==> src/rtl/iterative_alu_pkg.sv <==
// Shared definitions for the ALU control stage and the iterative ALU:
// operation codes and the iterative ALU state encoding.
package iterative_alu_pkg;

    // Operation codes produced by ALU control
    localparam logic [3:0] ALU_ADD = 4'b0000;
    localparam logic [3:0] ALU_OR  = 4'b0001;
    localparam logic [3:0] ALU_SLL = 4'b0010;
    localparam logic [3:0] ALU_SRL = 4'b0011;

    // Iterative ALU controller states
    typedef enum logic [1:0] {
        ST_IDLE  = 2'd0,
        ST_SHIFT = 2'd1,
        ST_DONE  = 2'd2
    } alu_state_t;

    // True for the op codes that take the multi-cycle shift path
    function automatic logic is_shift_op(input logic [3:0] op);
        return (op == ALU_SLL) || (op == ALU_SRL);
    endfunction

endpackage

==> src/rtl/iterative_shifter.sv <==
// One-bit-per-clock shifter: a data register, a down-counter holding the
// remaining shift steps and a latched direction flag.
module iterative_shifter #(
    parameter int DATA_WIDTH = 32,
    parameter int CNT_W      = 5
) (
    input  logic                  clk,
    input  logic                  reset,
    input  logic                  load,
    input  logic                  step,
    input  logic [DATA_WIDTH-1:0] load_data,
    input  logic [CNT_W-1:0]      load_count,
    input  logic                  load_right,
    output logic [DATA_WIDTH-1:0] data,
    output logic [DATA_WIDTH-1:0] step_data,
    output logic                  count_zero
);

    logic [CNT_W-1:0] count;
    logic             right;

    // Value the data register takes on the next step (logical, zero fill)
    always_comb begin
        step_data = '0;
        if (right) begin
            step_data = {1'b0, data[DATA_WIDTH-1:1]};
        end else begin
            step_data = {data[DATA_WIDTH-2:0], 1'b0};
        end
    end

    assign count_zero = (count == '0);

    // Load operand/amount/direction on accept, otherwise shift and count down
    always_ff @(posedge clk or negedge reset) begin
        if (!reset) begin
            data  <= '0;
            count <= '0;
            right <= 1'b0;
        end else if (load) begin
            data  <= load_data;
            count <= load_count;
            right <= load_right;
        end else if (step) begin
            data  <= step_data;
            count <= count - 1'b1;
        end
    end

endmodule

==> src/rtl/iterative_alu.sv <==
// Multi-cycle ALU: ADD/OR (and unknown ops) finish in one cycle, SLL/SRL
// shift one bit per clock through iterative_shifter.
//
// Handshake: start_i is a request that is taken only on an edge where the
// block is in IDLE or DONE (busy_o low); there is no ready output and no
// queueing, so a request raised while busy_o is high is simply dropped.
// done_o pulses for exactly one cycle and marks result_o/zero_o as valid;
// result_o then holds until the next accepted request.
module iterative_alu
    import iterative_alu_pkg::*;
#(
    parameter int DATA_WIDTH = 32
) (
    input  logic                  clk,
    input  logic                  reset,
    input  logic                  start_i,
    input  logic [3:0]            ALU_Operation_i,
    input  logic [DATA_WIDTH-1:0] A_i,
    input  logic [DATA_WIDTH-1:0] B_i,
    output logic [DATA_WIDTH-1:0] result_o,
    output logic                  zero_o,
    output logic                  busy_o,
    output logic                  done_o,
    output logic [1:0]            state_o
);

    localparam int CNT_W = $clog2(DATA_WIDTH);

    alu_state_t            state;
    logic                  accept;
    logic                  shift_op;
    logic [DATA_WIDTH-1:0] op_result;
    logic                  sh_step;
    logic [DATA_WIDTH-1:0] sh_data;
    logic [DATA_WIDTH-1:0] sh_step_data;
    logic                  sh_count_zero;

    assign accept   = start_i && ((state == ST_IDLE) || (state == ST_DONE));
    assign shift_op = is_shift_op(ALU_Operation_i);
    assign sh_step  = (state == ST_SHIFT) && !sh_count_zero;
    assign state_o  = state;

    // Single-cycle operation result; unknown codes yield zero
    always_comb begin
        op_result = '0;
        case (ALU_Operation_i)
            ALU_ADD: op_result = A_i + B_i;
            ALU_OR:  op_result = A_i | B_i;
            default: op_result = '0;
        endcase
    end

    iterative_shifter #(
        .DATA_WIDTH(DATA_WIDTH),
        .CNT_W     (CNT_W)
    ) u_shifter (
        .clk       (clk),
        .reset     (reset),
        .load      (accept && shift_op),
        .step      (sh_step),
        .load_data (A_i),
        .load_count(B_i[CNT_W-1:0]),
        .load_right(ALU_Operation_i == ALU_SRL),
        .data      (sh_data),
        .step_data (sh_step_data),
        .count_zero(sh_count_zero)
    );

    // Controller FSM with registered result, zero flag and status outputs
    always_ff @(posedge clk or negedge reset) begin
        if (!reset) begin
            state    <= ST_IDLE;
            result_o <= '0;
            zero_o   <= 1'b1;
            busy_o   <= 1'b0;
            done_o   <= 1'b0;
        end else begin
            case (state)
                ST_IDLE, ST_DONE: begin
                    if (start_i) begin
                        if (shift_op) begin
                            result_o <= A_i;
                            zero_o   <= (A_i == '0);
                            state    <= ST_SHIFT;
                            busy_o   <= 1'b1;
                            done_o   <= 1'b0;
                        end else begin
                            result_o <= op_result;
                            zero_o   <= (op_result == '0);
                            state    <= ST_DONE;
                            busy_o   <= 1'b0;
                            done_o   <= 1'b1;
                        end
                    end else begin
                        state  <= ST_IDLE;
                        busy_o <= 1'b0;
                        done_o <= 1'b0;
                    end
                end
                ST_SHIFT: begin
                    if (sh_count_zero) begin
                        state  <= ST_DONE;
                        busy_o <= 1'b0;
                        done_o <= 1'b1;
                    end else begin
                        // Mirror the shifter so zero_o tracks every step
                        result_o <= sh_step_data;
                        zero_o   <= (sh_step_data == '0);
                    end
                end
                default: begin
                    state  <= ST_IDLE;
                    busy_o <= 1'b0;
                    done_o <= 1'b0;
                end
            endcase
        end
    end

    // The shifter copy is only consulted through its step value
    logic unused_sh_data;
    assign unused_sh_data = ^sh_data;

endmodule

==> config.mk <==
export PLATFORM = sky130hd
export DESIGN_NAME = iterative_alu
export DESIGN_NICKNAME = d
export VERILOG_FILES = /design/src/rtl/iterative_alu_pkg.sv /design/src/rtl/iterative_shifter.sv /design/src/rtl/iterative_alu.sv
export SDC_FILE = /design/constraint.sdc
export NUM_CORES = 1
export LEC_CHECK = 0
export CORE_ASPECT_RATIO = 1.1
export CORE_MARGIN = 3
export CORE_UTILIZATION = 42
export DETAILED_ROUTE_END_ITERATION = 12
export HOLD_SLACK_MARGIN = 0.05
export PLACE_DENSITY = 0.61
export SYNTH_ARGS = -nofsm -noshare
export SYNTH_HDL_FRONTEND = slang
export SYNTH_SLANG_ARGS = --single-unit
==> constraint.sdc <==
create_clock -name clk -period 4.6 [get_ports clk]
set_input_delay 0.92 -clock clk [delete_from_list [all_inputs] [get_ports clk]]
set_output_delay 0.92 -clock clk [all_outputs]
set_load 0.005 [all_outputs]
==> After elaboration in Yosys (flattened, before gate mapping) <==
Index checks and enable logic that the tools add are counted.
{ "classes": {"addsub": 2, "eq_ne": 8, "n_mux": 26, "bitwise_logic": 1, "n_reduce_logical": 16} }
{ "ops": {"columns": ["cell", "n"], "rows": [
  ["two-way mux 32 bit", 6],
  ["case mux 32 bit (2 select lines)", 2],
  ["logical NOT 32 bit", 3],
  ["adder 32 bit", 1],
  ["bitwise OR 32 bit", 1],
  ["two-way mux 5 bit", 2],
  ["two-way mux 1 bit", 9],
  ["equality test 4 x 2 -> 1 bit (second input constant)", 2],
  ["two-way mux 2 bit", 3],
  ["!= test 2 bit (second input constant)", 3],
  ["case mux 1 bit (2 select lines)", 3],
  ["logical NOT 5 bit", 1],
  ["subtractor 5 x 1 -> 5 bit (second input constant)", 1],
  ["equality test 4 x 1 -> 1 bit (second input constant)", 1],
  ["logical NOT 4 bit", 1],
  ["case mux 2 bit (2 select lines)", 1],
  ["nonzero test 2 bit", 2],
  ["logical AND 1 bit", 3],
  ["AND reduction 3 bit", 1],
  ["equality test 2 x 1 -> 1 bit (second input constant)", 1],
  ["equality test 2 bit (second input constant)", 1],
  ["logical NOT 2 bit", 1],
  ["logical OR 1 bit", 2],
  ["OR reduction 2 bit", 1],
  ["logical NOT 1 bit", 1]
]} }
{ "word_totals": {"output_inout_bits": 37, "ff_bits": 75, "in_bits": 71, "elab_cells": 61} }

==> Logic depth before layout (Yosys ltp) <==
Gate-level depths: netlist of the first run.
{ "depth": {"word_depth": 6, "ltp_mapped": 13, "mapped_depth_nobuf": 13} }

==> Modules after synthesis <==
A second synthesis of the first run with hierarchy kept.
{ "unflattened": {"cells_unflattened": 878, "hier_area_um2": 7303.3} }
{ "by_module_without_submodules": {"columns": ["module", "cells_per_inst", "area_per_inst_um2", "seq_area_each_um2", "instances"], "rows": [
  ["iterative_alu", 673, 5021.1, 902.1, 1],
  ["iterative_shifter", 205, 2282.2, 950.9, 1]
]} }

==> Worst setup path after synthesis of the first run <==
Ideal clock, no wire load.
{ "synth_path": {"path_kind": "input-to-reg", "start": "input A_i[6]", "end": "register zero_o", "t_arrival_ns": 3.335, "path_stages": 13, "setup_time_ns": 0.091, "path_buffers": 1, "slack_ns": 1.174, "required_time_ns": 4.509, "cell_sequence": "inv_1 -> ha_1 -> buf_6 -> and4_4 -> and2_1 -> o2111ai_2 -> nand4_1 -> a21o_1 -> or4_1 -> and4_1 -> o21ba_1 -> nand4_1 -> o31ai_1"} }
{ "synth_via": {"elab_chain_cells": 6, "word_cells_on_any_way": 8, "cone_classes": "1 x add/sub; 4 x mux; 1 x bitwise; 2 x reduce/logical"} }
{ "synth_rtl": {"columns": ["element", "line", "rtl"], "rows": [
  ["start: declaration", "iterative_alu.sv:18", "input logic [DATA_WIDTH-1:0] A_i,"],
  ["adder 32 bit / bitwise OR 32 bit (equally long branches)", "iterative_alu.sv:47, iterative_alu.sv:48", null],
  ["case mux 32 bit (2 select lines)", "iterative_alu.sv:46", "case (ALU_Operation_i)"],
  ["logical NOT 32 bit", "iterative_alu.sv:89", "zero_o <= (op_result == '0);"],
  ["two-way mux 1 bit *", "iterative_alu.sv:81", "if (shift_op) begin"],
  ["two-way mux 1 bit *", "iterative_alu.sv:80", "if (start_i) begin"],
  ["case mux 1 bit (2 select lines) *", "iterative_alu.sv:78", "case (state)"],
  ["end signal: assignment", "iterative_alu.sv:83", "zero_o <= (A_i == '0);"],
  ["end signal: assignment", "iterative_alu.sv:89", null],
  ["end signal: assignment", "iterative_alu.sv:108", "zero_o <= (sh_step_data == '0);"],
  ["end: declaration", "iterative_alu.sv:21", "output logic zero_o,"]
]} }
Mark *: on every way between the ends. The rest lies on a longest branch, timed or not. The select of a mux whose other input is x is not followed.
A chain may end at the register's enable or synchronous reset.

==> Worst setup path in the final report of the first run <==
{ "layout_path": {"start": "input A_i[7]", "end": "register result_o[22]"} }
{ "layout_via": {"elab_chain_cells": 5} }
{ "layout_rtl": {"columns": ["element", "line", "rtl"], "rows": [
  ["adder 32 bit", "iterative_alu.sv:47", "ALU_ADD: op_result = A_i + B_i;"],
  ["case mux 32 bit (2 select lines)", "iterative_alu.sv:46", null],
  ["two-way mux 32 bit", "iterative_alu.sv:81", null],
  ["two-way mux 32 bit", "iterative_alu.sv:80", null],
  ["case mux 32 bit (2 select lines)", "iterative_alu.sv:78", null],
  ["end signal: assignment", "iterative_alu.sv:82", "result_o <= A_i;"],
  ["end signal: assignment", "iterative_alu.sv:88", "result_o <= op_result;"],
  ["end signal: assignment", "iterative_alu.sv:107", "result_o <= sh_step_data;"],
  ["end: declaration", "iterative_alu.sv:20", "output logic [DATA_WIDTH-1:0] result_o,"]
]} }
Every way passes these cells. The select of a mux whose other input is x is not followed.

==> results of run 1 <==
==> cell families after synthesis <==
kind of cell / count (synthesis)
flops: 74
xor+xnor: 24
buf+inv: 120
fa+ha+maj: 66
simple gates: 277
compound gates: 258
mux: 35
==> Yosys cell counts (4+ instances only) <==
master	instances	share of area (%)
nor3_1	17	1.3
ha_1	65	12
a211oi_1	19	2.1
o21ai_0	50	3.7
o21a_1	6	0.67
inv_1	77	4.3
mux2_2	5	0.84
a221oi_1	28	3.6
nor2_1	104	5.8
nor4_1	13	1.2
and2_1	6	0.56
o22ai_1	12	1.1
a21oi_1	61	4.5
a31oi_1	7	0.65
or4_1	5	0.56
nand4_1	20	1.9
nand3_1	13	0.97
mux2i_1	30	4.5
o211ai_1	7	0.78
nor2b_1	6	0.56
dfrtp_1	73	27
clkbuf_1	37	2.1
o221ai_1	10	1.3
xor2_1	13	1.7
nand2_1	74	4.1
a21o_1	14	1.6
and3_1	4	0.37
o31ai_1	5	0.56
xnor2_1	11	1.4
==> worst reg2reg max path: cells and delay by family (launching register included) <==
kind	cells	cell delay, ns
AND/OR/NAND/NOR	3	0.58
flip-flops	1	0.87
AO/OA/AOI/OAI	3	0.36
multiplexers	1	0.49
buffers and inverters	1	0.35
==> registers in the layout, indices dropped and copies added, names as in the netlist <==
| register | count |
|---|---|
| busy_o | 1 |
| done_o | 1 |
| result_o | 32 |
| state_o | 1 |
| u_shifter.count | 5 |
| u_shifter.data | 32 |
| u_shifter.right | 1 |
| zero_o | 1 |
==> power by group through the flow <==
stage               combinational, mW  sequential (mW)  clock (mW)
floorplan                       0.891             1.07           0
global placement                 1.45             1.13           0
detailed placement               1.46             1.14           0
CTS                              1.47             1.13       0.722
global route                     1.62             1.16       0.756
finish                           1.48             1.14       0.709
==> worst max path at each step <==
stage,startpoint,end,slack (ns),depth (start not counted)
global placement,A_i[9],result_o[22],0.08,14
finish,A_i[7],result_o[22],0.40,14
detailed placement,A_i[7],result_o[22],0.11,14
floorplan,A_i[6],zero_o,1.17,13
CTS,A_i[7],result_o[22],0.44,14
global route,A_i[7],result_o[22],0.22,14
==> metal layers <==
metal  track usage [%]  share of wire, %  vias to the layer above
li1                  -                 -                     3337
met1              41.0                46                     3367
met2              40.2                43                      379
met3              4.78               8.7                       40
met4              8.47               2.4                        0
met5                 0                 0                        -
==> final cells by class <==
cell class              count  area, sq um  area share [%]
inverters                  77          289            3.40
repair buffers            146         1360            16.0
clock inverters             5         63.8           0.751
flip-flops and latches     74         1850            21.8
well taps                 196          245            2.89
clock buffers              10          239            2.81
multi-input cells         660         4440            52.3
==> impl_metrics.ini, run 1 <==
[clock_tree]
cts-root-buf = clkbuf_16
cts_tree = built
clkSinkCount = 74
htree_levels = 3
cts_resized = 0
post_cts_buffers = 0
ctsHoldBuffers = 0
clk_latency_ns = 0.34
clkTransAtPathRegs_ns = 0.06
clockBufferDepth = 2
cts_made_buffers = 9

[die]
rows = 47
fp.dieH_um = 139
die_w_um = 127
floorplan.initialDensity_pct = 43.8
dieArea_sq_mm = 0.0176
ios = 108
coreArea_sq_mm = 0.0154

[flow_run]
max_cap_violations = 0

[global_route]
grt_pass1_vias = 6615
grt_pass1_wl_um = 38100
antenna_found_initial = 0
globalRouteOverflowTotal = 0
grt_max_degree = 75
grt.total_usage_pct = 27.4

[power]
power.total_mw = 3.33
irDropWorstVdd_mv = 0.230
power.density_mw_per_mm2 = 392
p_leak_nw = 3.78
pwr-share-clk_pct = 21.3
switching_share_pct = 39.3
combPwrFrac_pct = 44.6
seqPwrFrac_pct = 34.1
p_int_mw = 2.02
switchingPower_mw = 1.31

[worst_setup_path]
worst_setup_path_start_kind = input pin
critPathMaxFanout = 5
cp_data_arrival_time_ns = 4.43
path_delay_family = compound AO/OA/AOI/OAI gates
worst_r2r_path_depth = 8
reg2reg_to = zero_o
cp_common_cell = a21oi_1
critPathRequiredTime_ns = 4.83
r2r_slack_ns = 1.87
timing.rr.start = u_shifter.right
slowest_stage = a2111oi_0
critPathCaptureType = flip-flop
path_buf_inv = 3
slowest_delay_ns = 0.64
path_class = input pin to flip-flop
path_cells = clkdlybuf4s50_1, inv_1, ha_1, a21oi_1, o22ai_1, nor3_1, a21oi_1, or2_1, xnor2_1, nor2_1, a2111oi_0, buf_4, a211oi_1, a21o_1

[logic_synthesis]
async_flop_share_pct = 100
synthFlopType = dfrtp_1
synth_cells = 854
synth-seq-cells = 74
seq_area_frac_synth_pct = 27.5
synth-simple-area-share_pct = 18.9
synth_fp_nets = 991
synth_compound_area_share_pct = 26.0
synth-edff-count = 0
synth-xor-area-share_pct = 3.12
yosys_warnings = 0
synth_fa_ha_area_share_pct = 12.4
syn_area_per_cell_sq_um = 7.89
synth_mux_area_share_pct = 5.29
ys_types = 71
syn_area_sq_mm = 0.00674
synth_top_family_by_area = compound AO/OA/AOI/OAI gates

[sta]
period_needed_ns = 4.20
hold_viol = 0
whs_ns = 0.467
post-route-period-util_pct = 91.4
fmax_ghz = 0.238
rsz0062_at_grt = false
drv_slew = 0
timing.final.ws_setup_ns = 0.397
setup_violations = 0
max_slew_margin_pct = 34.1
worst_slew_pin_slew_ns = 0.986
skew_ns = 0.00630
timing.setup.tns_ns = 0

[placed_design]
io_buffers = 107
place_ws_ns = 0.108
dp.cells = 1153
gp_congestion = 0.994
dp.final_hpwl_um = 19600
placed_area_sq_mm = 0.00819

[hold_path]
holdCritPathClass = flip-flop to flip-flop
whs_endpoint = result_o[7]
worstHoldStart = result_o[7]
whs_path_depth = 2

[layout]
fin_cells = 1168
nFillCells = 1482
nets = 1105
final_common_cell = clkdlybuf4s50_1
antenna_cells = 0
final_util_pct = 55.1
drive_gt1_share_pct = 7.82
stdcell_area_sq_mm = 0.00849
syn_to_final_growth_pct = 26.0
final_cell_mix = 106 x clkdlybuf4s50_1, 103 x nor2_1, 77 x inv_1

[detailed_routing]
antenna_left = 0
drt-total-wl_um = 24700
wl_per_cell_um = 21.2
drt_iter0_drc = 719
vias = 7123
drc = 0
drtPass1Iterations = 6
routed_via_density = 6.10

[outcome]
status = completed
(Power assumes the default switching activity.)
==> run 2: changes to the inputs <==
--- a/config.mk
+++ b/config.mk
@@ -10,7 +10,7 @@
 export CORE_UTILIZATION = 42
 export DETAILED_ROUTE_END_ITERATION = 12
 export HOLD_SLACK_MARGIN = 0.05
-export PLACE_DENSITY = 0.61
+export PLACE_DENSITY = 0.64
 export SYNTH_ARGS = -nofsm -noshare
 export SYNTH_HDL_FRONTEND = slang
 export SYNTH_SLANG_ARGS = --single-unit
==> constraint.sdc (replaced) <==
create_clock -name clk -period 3.53 [get_ports clk]
set_input_delay 0.706 -clock clk [delete_from_list [all_inputs] [get_ports clk]]
set_output_delay 0.706 -clock clk [all_outputs]
set_load 0.005 [all_outputs]
==> impl_metrics.ini, run 2 (synthesis results as in run 1) <==
[global_route]
grt_use_met1_pct = 40.7
antenna_found_initial = 0
grtUsageMet3_pct = 4.58
grt_max_degree = 75
globalRouteOverflowTotal = 0
busiest_layer = met2
grt_pass1_wl_um = 39200
grtUsageMet2_pct = 42.3
grt.total_usage_pct = 27.7
grt_pass1_vias = 7328

[power]
power.density_mw_per_mm2 = 454
irDropWorstVdd_mv = 0.256
p_leak_nw = 4.66

[die]
ios = 108
floorplan.initialDensity_pct = 43.8
rows = 47
dieArea_sq_mm = 0.0176
die_w_um = 127
coreArea_sq_mm = 0.0154
fp.dieH_um = 139

[sta]
fmax_ghz = 0.289
period_needed_ns = 3.46
hold_viol = 0
rsz0062_at_grt = true
max_slew_margin_pct = 36.9
timing.setup.tns_ns = 0
post-route-period-util_pct = 98.0
timing.final.ws_setup_ns = 0.0692
worst_slew_pin_slew_ns = 0.947
drv_slew = 0
skew_ns = 0.00631
setup_violations = 0

[detailed_routing]
routed_via_density = 5.75
drc = 0
drtPass1Iterations = 5
antenna_left = 0
vias = 7586
drt-total-wl_um = 25100
wl_per_cell_um = 19.0
drt_iter0_drc = 769

[clock_tree]
cts_made_buffers = 9
clkTransAtPathRegs_ns = 0.06
clkSinkCount = 74
cts-root-buf = clkbuf_16
clockBufferDepth = 2
htree_levels = 3
clk_latency_ns = 0.33
ctsHoldBuffers = 0
cts_tree = built

[layout]
multi_input_area_sq_mm = 0.00482
nFillCells = 1340
antenna_cells = 0
syn_to_final_growth_pct = 49.1
nets = 1256
drive_gt1_share_pct = 25.8
final_common_cell = buf_4
regArea_sq_mm = 0.00185
fin_cells = 1320
reg.largest.list = result_o x32, u_shifter.data x32, u_shifter.count x5
final_cell_mix = 188 x buf_4, 99 x nor2_1, 89 x clkdlybuf4s50_1

[placed_design]
dp.final_hpwl_um = 19800
gp_congestion = 0.945
io_buffers = 107
dp.cells = 1295
place_ws_ns = -0.522

[outcome]
status = completed

[flow_run]
max_cap_violations = 0

[worst_setup_path]
worst_setup_path_start_kind = input pin
critPathCaptureType = flip-flop
critPathMaxFanout = 5
cp_data_arrival_time_ns = 3.71
critPathRequiredTime_ns = 3.78
path_class = input pin to flip-flop

[hold_path]
holdCritPathClass = flip-flop to flip-flop
[run 2: through the flow]
stage	utilization (%)	power (mW)	cell area, sq um	hold slack [ns]
finish	65.2	4.56	10000	0.463
global route	65.2	4.86	10000	0.495
CTS	62.8	4.49	9680	0.472
detailed placement	60.2	3.54	9270	0.460
global placement	60.2	3.51	9270	0.451
floorplan	-	2.55	6740	0.410
[run 2: area by class of cell]
cell class              instances  area share, %
multi-input cells             660           48.0
well taps                     196           2.44
clock buffers                  14           2.63
flip-flops and latches         74           18.4
inverters                      77           2.88
clock inverters                 2          0.349
repair buffers                297           25.3
[run 2: metal layers]
metal  part of all wire (%)  vias to the layer above
met5                      0                        -
met4                    2.1                        0
met3                    9.2                       33
met2                     44                      384
met1                     44                     3521
li1                       -                     3648
[run 2: critical path, cell delays in order]
cell,delay (ns)
clkdlybuf4s50_1,0.47
inv_1,0.06
ha_1,0.30
buf_4,0.16
o21a_1,0.19
o2bb2ai_2,0.19
o21ai_1,0.15
a21o_1,0.23
buf_4,0.15
or4_1,0.46
nand4_1,0.17
buf_4,0.13
nand4_1,0.08
o31ai_1,0.25
[run 2: what timing repair did]
action                                  CTS  global route
pin swaps                                11            31
endpoints found under the setup margin    5            16
setup buffers                             1             8
resized for setup                        25            76
[run 2: final timing paths]
path | cells after the start | slack, ns | to | start
max | 14 | 0.07 | zero_o | A_i[15]
min | 2 | 0.46 | result_o[3] | result_o[3]
max reg2reg | 11 | 0.96 | zero_o | zero_o
min reg2reg | 2 | 0.46 | result_o[3] | result_o[3]
max in group asynchronous | 1 | 2.39 | u_shifter.data[30] | reset
min in group asynchronous | 1 | 0.51 | u_shifter.count[0] | reset
[run 2: report_power, final]
part	internal [mW]	total [mW]	switching, mW
sequential	1.18	1.47	0.284
clock	0.585	0.911	0.326
combinational	1.07	2.18	1.11
total	2.84	4.56	1.72
==> edit (flow settings as in run 1) <==
Register the output `done_o` once more, with the module's reset; this adds one clock of latency there. The other outputs are not delayed to match. Comments in the files are not updated.
--- a/src/rtl/iterative_alu.sv
+++ b/src/rtl/iterative_alu.sv
@@ -26,4 +26,6 @@
 
     localparam int CNT_W = $clog2(DATA_WIDTH);
+
+    logic done_s0;
 
     alu_state_t            state;
@@ -74,5 +76,5 @@
             zero_o   <= 1'b1;
             busy_o   <= 1'b0;
-            done_o   <= 1'b0;
+            done_s0  <= 1'b0;
         end else begin
             case (state)
@@ -84,5 +86,5 @@
                             state    <= ST_SHIFT;
                             busy_o   <= 1'b1;
-                            done_o   <= 1'b0;
+                            done_s0  <= 1'b0;
                         end else begin
                             result_o <= op_result;
@@ -90,10 +92,10 @@
                             state    <= ST_DONE;
                             busy_o   <= 1'b0;
-                            done_o   <= 1'b1;
+                            done_s0  <= 1'b1;
                         end
                     end else begin
                         state  <= ST_IDLE;
                         busy_o <= 1'b0;
-                        done_o <= 1'b0;
+                        done_s0 <= 1'b0;
                     end
                 end
@@ -102,5 +104,5 @@
                         state  <= ST_DONE;
                         busy_o <= 1'b0;
-                        done_o <= 1'b1;
+                        done_s0 <= 1'b1;
                     end else begin
                         // Mirror the shifter so zero_o tracks every step
@@ -112,5 +114,5 @@
                     state  <= ST_IDLE;
                     busy_o <= 1'b0;
-                    done_o <= 1'b0;
+                    done_s0 <= 1'b0;
                 end
             endcase
@@ -122,4 +124,12 @@
     assign unused_sh_data = ^sh_data;
 
+    always_ff @(posedge clk or negedge reset) begin
+        if (!reset) begin
+            done_o <= '0;
+        end else begin
+            done_o <= done_s0;
+        end
+    end
+
 endmodule
 
Formal check against the unedited RTL: not equivalent (a bounded check fails within 4 cycles, from zero or initial values and one cycle with reset low).
==> edit against run 1 <==
  * Hold slack got worse by 0.0035 ns
  * Routed wire length decreased by 6.8%
  * First-iteration DRC count decreased by 18%
  * Synthesized area increased by 1.1%
  * Total power decreased by 6.8%
  * Worst setup slack got worse by 0.27 ns
  * Cell area decreased by 0.32%
  * Sequential cell count increased by 1
  * Critical endpoint is now zero_o$_DFFE_PN1P_
  * Largest cell class unchanged
  * Largest power group unchanged
  * Highest routed layer unchanged
==> edit: results (changes against run 1) <==
- HPWL Detailed: 17930 µm (-8.7%)
- Synth Area in XOR/XNOR: 0.03470 (+0.003524)
- Non-clk buf share: 0.1528 (-0.007462)
- Seq/Total Area, Yosys: 0.2756 (+0.0007450)
- Mux contribution to synthesized area: 0.04829 (-0.004603)
- Worst IR Drop VDD: 186.8 µV (-19%)
- Clk_buf instances: 11 (+1)
- R2R cell count: 12 (+4)
- Vias/cell: 5.891 (-3.4%)
- Nets: 1096 (-0.81%)
- Synth Area in Compound Gates: 0.2617 (+0.001638)
- M3 GR Usage: 0.03570 (-0.01207)
- Post-route design area: 0.008464 mm² (-0.32%)
- Fraction of area in registers: 0.2219 (+0.003665)
- Outcome: complete, no violations
- Reg-to-Reg Start: u_shifter.count[0]$_DFFE_PN0P_
- Fillers: 1529 (+3.2%)
- Router iterations before antenna repair: 5 (-1)
- Commonest cells in the netlist: nor2_1, a21oi_1, nand2_1
- Met2 usage: 0.3787 (-0.02319)
- Synth area leaders: dfrtp_1, ha_1, nor2_1
- Reg2reg setup slack: 1.54 ns (-0.33 ns)
- GP Congestion: 0.9424 (-5.2%)
- Clock sinks: 75 (+1.4%)
- Share of post-route cells with drive strength above 1: 0.07988 (+0.001686)
- GRT Total Usage: 0.2569 (-0.01742)
- Per-cell routed wire length: 19.81 µm (-6.5%)
- DR iter-0 viols: 592 (-18%)
- Pin count of the biggest net entering global routing: 76 (+1.3%)
- WHS Endpoint: result_o[4]$_DFFE_PN0P_
- Routed wl met3: 1829 µm (-15%)
- Critical-path top delay cell: clkdlybuf4s50_1
- Largest stage delay, worst path: 0.61 ns (-0.03 ns)
- Cell Area, Placed: 0.008169 mm² (-0.24%)
- Adder-cell share of the synthesized area: 0.1223 (-0.001316)
- Crit path DAT: 4.72 ns (+0.29 ns)
- Post-Place Setup Slack: -0.1375 ns (-0.2453 ns)
- Hold_sp: result_o[4]$_DFFE_PN0P_
==> edit: cell types whose count changed after synthesis, sizes merged, moves of 6 or more <==
cell / run 1 / this run
clkbuf: 37 / 44
o21ai: 52 / 43
xnor2: 11 / 17
nor2: 104 / 114
a21oi: 62 / 79
==> edit: logic make-up (layout without fill, tap and decap cells) <==
group,after synthesis,count (layout)
AOI/OAI and AO/OA,260,260
xor gates and xnor gates,27,27
adders and majority gates,66,66
buffers and inverters,128,229
DFF,75,75
muxes,32,32
and+or+nand+nor,275,275
==> edit: power breakdown <==
group	switching, mW	internal, mW	total (mW)
sequential	0.191	0.892	1.08
combinational	0.712	0.603	1.32
clock	0.273	0.432	0.705
total	1.18	1.93	3.10
==> edit: per-stage QoR <==
| stage | std cells | utilization | hold WS [ns] | power, mW |
|---|---|---|---|---|
| floorplan | 863 | - | 0.3877 | 1.856 |
| global placement | 1148 | 0.5172 | 0.4538 | 2.377 |
| detailed placement | 1148 | 0.5172 | 0.4585 | 2.376 |
| CTS | 1164 | 0.5359 | 0.4715 | 3.089 |
| global route | 1164 | 0.5359 | 0.4965 | 3.302 |
| finish | 1164 | 0.5359 | 0.4635 | 3.102 |
==> edit: worst max path at each step <==
stage          startpoint            endpoint  slack (ns)  cells past startpoint
2_1_floorplan      A_i[0]  zero_o$_DFFE_PN1P_        1.24                     13
5_1_grt            A_i[0]  zero_o$_DFFE_PN1P_        0.11                     14
4_1_cts            A_i[0]  zero_o$_DFFE_PN1P_        0.19                     14
3_3_place_gp       A_i[0]  zero_o$_DFFE_PN1P_       -0.10                     14
3_5_place_dp       A_i[0]  zero_o$_DFFE_PN1P_       -0.14                     14
6_report           A_i[0]  zero_o$_DFFE_PN1P_        0.13                     14
